[config.mk]
export PLATFORM = sky130hd
export DESIGN_NAME = scoreboard_hazard_unit
export DESIGN_NICKNAME = d
export VERILOG_FILES = /design/src/rtl/scoreboard_hazard_unit.sv
export SDC_FILE = /design/constraint.sdc
export NUM_CORES = 1
export LEC_CHECK = 0
export CELL_PAD_IN_SITES_DETAIL_PLACEMENT = 1
export CELL_PAD_IN_SITES_GLOBAL_PLACEMENT = 1
export CORE_AREA = 2 2 211 213
export DETAILED_ROUTE_END_ITERATION = 12
export DIE_AREA = 0 0 213 215
export PLACE_DENSITY = 0.54
export SYNTH_ARGS = -nofsm -noshare
export SYNTH_HDL_FRONTEND = slang
export SYNTH_SLANG_ARGS = --single-unit
[constraint.sdc]
create_clock -name clk -period 16.1 [get_ports clk]
set_clock_uncertainty 0.2 [all_clocks]
set_input_delay 4.025 -clock clk [delete_from_list [all_inputs] [get_ports clk]]
set_output_delay 4.025 -clock clk [all_outputs]
set_load 0.02 [all_outputs]
[src/rtl/scoreboard_hazard_unit.sv]
`default_nettype none
// ============================================================================
//  Module   : scoreboard_hazard_unit
//  Brief    : Scoreboard-based hazard and forwarding unit beside the ID stage.
//             Tracks in-flight register writes by age and result latency,
//             selects a bypass stage per source operand, raises load-use and
//             branch-operand stalls, and freezes the back end while the
//             multi-cycle unit is occupied.
//  Revision : 1.0  initial release
// ============================================================================
module scoreboard_hazard_unit #(
    parameter int NREG      = 32,
    parameter int DEPTH     = 4,
    parameter int MAX_LAT   = 3,
    parameter int BR_EXTRA  = 1,
    parameter int MC_CYCLES = 8
) (
    input  logic                           clk,
    input  logic                           rst,
    input  logic                           id_valid,
    input  logic [$clog2(NREG)-1:0]        id_rs1,
    input  logic [$clog2(NREG)-1:0]        id_rs2,
    input  logic                           id_rs1_used,
    input  logic                           id_rs2_used,
    input  logic [$clog2(NREG)-1:0]        id_rd,
    input  logic                           id_rd_we,
    input  logic [$clog2(MAX_LAT+1)-1:0]   id_lat,
    input  logic                           id_branch,
    input  logic                           id_multi,
    input  logic                           flush,
    output logic [$clog2(DEPTH)-1:0]       rs1_src,
    output logic [$clog2(DEPTH)-1:0]       rs2_src,
    output logic                           pc_en,
    output logic                           if_id_en,
    output logic                           id_ex_clear,
    output logic                           ex_freeze
);

    localparam int c_RW = $clog2(NREG);
    localparam int c_AW = $clog2(DEPTH + 1);
    localparam int c_LW = $clog2(MAX_LAT + 1);
    localparam int c_SW = $clog2(DEPTH);
    localparam int c_CW = $clog2(MC_CYCLES + 1);
    // Wide enough to hold any age and any latency plus the branch surcharge.
    localparam int c_NW = $clog2(MAX_LAT + BR_EXTRA + DEPTH + 1) + 1;

    typedef enum logic [0:0] {
        MC_IDLE = 1'b0,
        MC_BUSY = 1'b1
    } mc_state_t;

    logic [NREG-1:0] valid_q, valid_d;
    logic [c_AW-1:0] age_q [NREG];
    logic [c_AW-1:0] age_d [NREG];
    logic [c_LW-1:0] lat_q [NREG];
    logic [c_LW-1:0] lat_d [NREG];
    mc_state_t       mc_state_q, mc_state_d;
    logic [c_CW-1:0] cnt_q, cnt_d;

    logic [c_RW-1:0] w_rs    [2];
    logic [1:0]      w_used;
    logic [1:0]      w_hit;
    logic [1:0]      w_ready;
    logic [c_NW-1:0] w_need  [2];
    logic [c_SW-1:0] w_src   [2];
    logic            w_raw_stall;
    logic            w_frozen;
    logic            w_issue;

    assign w_rs[0]   = id_rs1;
    assign w_rs[1]   = id_rs2;
    assign w_used[0] = id_rs1_used;
    assign w_used[1] = id_rs2_used;

    // Per-operand lookup: a hit is ready once its age has reached the
    // result latency (plus the extra compare cycle for branches in ID).
    generate
        for (genvar g = 0; g < 2; g++) begin : g_opnd
            assign w_hit[g]   = w_used[g] && (w_rs[g] != '0) && valid_q[w_rs[g]];
            assign w_need[g]  = c_NW'(lat_q[w_rs[g]]) + (id_branch ? c_NW'(BR_EXTRA) : '0);
            assign w_ready[g] = c_NW'(age_q[w_rs[g]]) >= w_need[g];
            assign w_src[g]   = (w_hit[g] && w_ready[g]) ? c_SW'(age_q[w_rs[g]]) : '0;
        end
    endgenerate

    assign w_raw_stall = id_valid && (|(w_hit & ~w_ready));
    assign w_frozen    = (mc_state_q == MC_BUSY);
    assign w_issue     = !rst && !w_frozen && !flush && !w_raw_stall && id_valid;

    // Pipeline control: reset forces a free-running pipe, then freeze > flush > stall.
    always_comb begin
        rs1_src     = w_src[0];
        rs2_src     = w_src[1];
        pc_en       = 1'b1;
        if_id_en    = 1'b1;
        id_ex_clear = 1'b0;
        ex_freeze   = 1'b0;
        if (rst) begin
            rs1_src = '0;
            rs2_src = '0;
        end else if (w_frozen) begin
            pc_en     = 1'b0;
            if_id_en  = 1'b0;
            ex_freeze = 1'b1;
        end else if (flush) begin
            id_ex_clear = 1'b1;
        end else if (w_raw_stall) begin
            pc_en       = 1'b0;
            if_id_en    = 1'b0;
            id_ex_clear = 1'b1;
        end
    end

    // Scoreboard update: age every entry while the back end moves, retire at
    // DEPTH, and let a newly issued writer overwrite any older entry.
    always_comb begin
        valid_d = valid_q;
        age_d   = age_q;
        lat_d   = lat_q;
        if (!w_frozen) begin
            for (int r = 1; r < NREG; r++) begin
                if (valid_q[r]) begin
                    if (age_q[r] >= c_AW'(DEPTH - 1)) begin
                        valid_d[r] = 1'b0;
                        age_d[r]   = c_AW'(DEPTH);
                    end else begin
                        age_d[r] = age_q[r] + 1'b1;
                    end
                end
            end
            if (w_issue && id_rd_we && (id_rd != '0)) begin
                valid_d[id_rd] = 1'b1;
                age_d[id_rd]   = c_AW'(1);
                lat_d[id_rd]   = id_lat;
            end
        end
    end

    // Multi-cycle unit occupancy: BUSY for MC_CYCLES-1 cycles after issue.
    always_comb begin
        mc_state_d = mc_state_q;
        cnt_d      = cnt_q;
        case (mc_state_q)
            MC_IDLE: begin
                if (w_issue && id_multi && (MC_CYCLES > 1)) begin
                    mc_state_d = MC_BUSY;
                    cnt_d      = c_CW'(MC_CYCLES - 1);
                end
            end
            MC_BUSY: begin
                cnt_d = cnt_q - 1'b1;
                if (cnt_q == c_CW'(1)) begin
                    mc_state_d = MC_IDLE;
                end
            end
            default: begin
                mc_state_d = MC_IDLE;
                cnt_d      = '0;
            end
        endcase
    end

    // State registers with synchronous reset.
    always_ff @(posedge clk) begin
        if (rst) begin
            valid_q <= '0;
            for (int r = 0; r < NREG; r++) begin
                age_q[r] <= '0;
                lat_q[r] <= '0;
            end
            mc_state_q <= MC_IDLE;
            cnt_q      <= '0;
        end else begin
            valid_q    <= valid_d;
            age_q      <= age_d;
            lat_q      <= lat_d;
            mc_state_q <= mc_state_d;
            cnt_q      <= cnt_d;
        end
    end

    // Writers must declare a result latency the scoreboard can represent.
    a_lat_legal : assert property (@(posedge clk) disable iff (rst)
        (id_valid && id_rd_we) |-> ((id_lat != '0) && (id_lat <= c_LW'(MAX_LAT))));

endmodule
`default_nettype wire

==> out/metrics.csv <==
metric,value,unit
status,completed,
grt_pass1_wl,73000,um
nets,1440,
diodes,0,
clkPwrFrac,43.0,%
drc,0,
drt-total-wl,48300,um
cts_max_level,4,
required,11.88,ns
leakagePower,5.45,nW
start_util,29.6,%
die_w,213,um
path_cells,clkdlybuf4s50_1 -> nor2_1 -> nand2_1 -> o22ai_1 -> a221o_1 -> mux2_2 -> ha_1 -> ha_1 -> inv_1 -> ha_1 -> a21o_1 -> a21oi_1 -> nand3_2 -> nand2_1 -> a21oi_1 -> nor2_1 -> clkdlybuf4s50_1,
rows,77,
grt.total_usage,21.6,%
reg2reg_to,lat_q[28],
tns,0,ns
synth_top_area_cell,dfxtp_1,
vias_per_cell,5.73,
cts_hold_buffers,0,
fp.dieH,215,um
synth_edf_count,0,
post_cts_buffers,0,
worstHoldStart,age_q[93],
start_kind,input port,
switchingPower,0.323,mW
place_congestion,0.895,
area_growth,11.1,%
synthCells,1360,
synth.top_cell.area_share,30.5,%
total_power,1.16,mW
rr_worst_depth,14,
place_area,13700,um2
finalCritPeriodShare,82.1,%
end_kind,output pin,
ys_async_sr_fraction,0,%
p_per_area,80.6,nW/um2
worstSkewPairLatency,0.48,ns
root_buffer,clkbuf_16,
port-buffer-count,33,
power.share.sequential,44.0,%
clkTransAtPathRegs,0.07,ns
cts-resized-gates,0,
wl_per_cell,24.8,um
synth_warnings,0,
slew_headroom,17.9,%
postRouteAntennaNets,0,
crit_top_cell,ha_1,
synth_area_per_cell,9.51,um2
clock_sinks,197,
cts_tree,built,
hpwl,35400,um
core_area,43600,um2
rsz0062_at_grt,false,
cap_violations,0,
hold_violations,0,
ys_seq_area_share,30.5,%
ys_seq_elements,197,
fmax,0.0757,GHz
p_int,0.836,mW
max_stage_delay,1.04,ns
cp-startpoint,id_rs1[2],
ys_types,66,
cp_top_family,buffers and inverters,
combPwrFrac,13.0,%
dieArea,45800,um2
synth_fp_nets,1460,
antenna_found_initial,0,
synthFlopType,dfxtp_1,
io_pins,34,
slew_viol_final,0,
worstMarginPinSlew,1.23,ns
hp-class,reg -> reg,
crit_end,id_ex_clear,
vias,11149,
critPathBufInv,3,
finalSetupViolations,0,
switching_share,27.9,%
cts_buffers,17,
cp.arrival,8.99,ns
timing.rr.start,lat_q[38],
cp.depth,17,
grt_max_degree,73,
period_needed,13.21,ns
drive_gt1_share,14.3,%
crit_fanout,25,
grt_pass1_vias,11015,
overflow,0,
r2r_setup_slack,11.36,ns
stdcell_area,14400,um2
dr.pass1.iters,5,
synth_area_leaders,"dfxtp_1 30%, mux4_2 15%, mux2i_1 7.8%",
drtIter0Drc,766,
cts_buffer_depth,2,
synth.cell_area,12900,um2
slowest_stage,clkdlybuf4s50_1,
crit_type,in -> out,
ir_drop,68.0,uV
state kept, by name (all words and copies together), names as in the netlist:
register / cells
mc_state_q: 1
age_q: 96
valid_q: 32
cnt_q: 4
lat_q: 64
worst reg2reg max path, stage by stage, from the launching register on:
cell and delay, ns:
dfxtp_1 0.37, mux4_2 0.50, mux2_2 0.28, a221o_1 0.28
mux2_2 0.26, ha_1 0.18, ha_1 0.27, inv_1 0.04
ha_1 0.27, a21o_1 0.16, a21oi_1 0.27, nand3_2 0.54
nand3_1 0.67, mux2i_1 0.25, nor2_1 0.06
how the worst min path moves through the flow:
stage	end	slack, ns	depth (start not counted)
2_1_floorplan	valid_q[0]	0.25	1
3_3_place_gp	lat_q[63]	0.28	1
3_5_place_dp	age_q[95]	0.28	1
4_1_cts	age_q[93]	0.29	1
5_1_grt	age_q[95]	0.31	1
6_report	age_q[93]	0.29	1
power groups by stage:
stage,registers (mW),logic [mW],clock network (mW)
after global placement,0.521,0.149,0
after floorplan,0.514,0.107,0
after global routing,0.511,0.165,0.527
after CTS,0.510,0.151,0.510
final,0.510,0.151,0.498
after detailed placement,0.521,0.151,0
layout by cell type (no fill, tap or decap), types with 21 or more instances in the layout:
cell and count:
dfxtp_1 196, nor2_1 114, mux2i_1 101, a21oi_1 93, mux4_2 84, inv_1 80, nand2_1 79, ha_1 74
o21ai_0 42, nor3_1 36, nand3_1 29, clkdlybuf4s50_1 28, a211oi_1 24, o22ai_1 22, and3_1 22, a221oi_1 21
a31oi_1 21, a22o_1 21, buf_4 21
per-stage QoR:
stage                     hold slack, ns  setup slack (ns)  util (%)  cells
after global placement             0.277              2.98      31.4   1913
after CTS                          0.290              2.90      32.9   1945
after detailed placement           0.276              2.90      31.4   1913
after floorplan                    0.252              3.78         -   1360
after global routing               0.308              2.53      32.9   1945
final                              0.290              2.89      32.9   1945
routing by layer:
metal	vias up	GRT usage, %	wire length (um)
met4	0	8.16	1570
met5	-	0	0
li1	5178	-	-
met1	5628	27.8	21100
met2	273	34.8	22800
met3	70	5.30	2800
final cells by class:
cell class	instances	area, um2
fillers	5018	29300
clock inverters	11	198
repair buffers	51	448
well taps	592	741
flip-flops and latches	197	3950
clock buffers	21	460
inverters	81	304
multi-input cells	992	8270
Yosys cell counts (22+ instances only):
cell type  number
mux4_2         84
dfxtp_1       197
nand2_1        79
nor2_1        115
clkbuf_1       58
and3_1         22
mux2i_1       101
o22ai_1        22
nand3_1        29
ha_1           74
nor3_1         36
a21oi_1        93
a211oi_1       24
inv_1          80
o21ai_0        42
cells by family after synthesis:
family / synth area share (%)
compound gates: 17.9
xor+xnor: 0.135
fa+ha+maj: 7.16
buf+inv: 5.61
flops: 30.5
mux: 23.1
simple gates: 15.6
No activity file was read; power rests on OpenSTA's default activity.
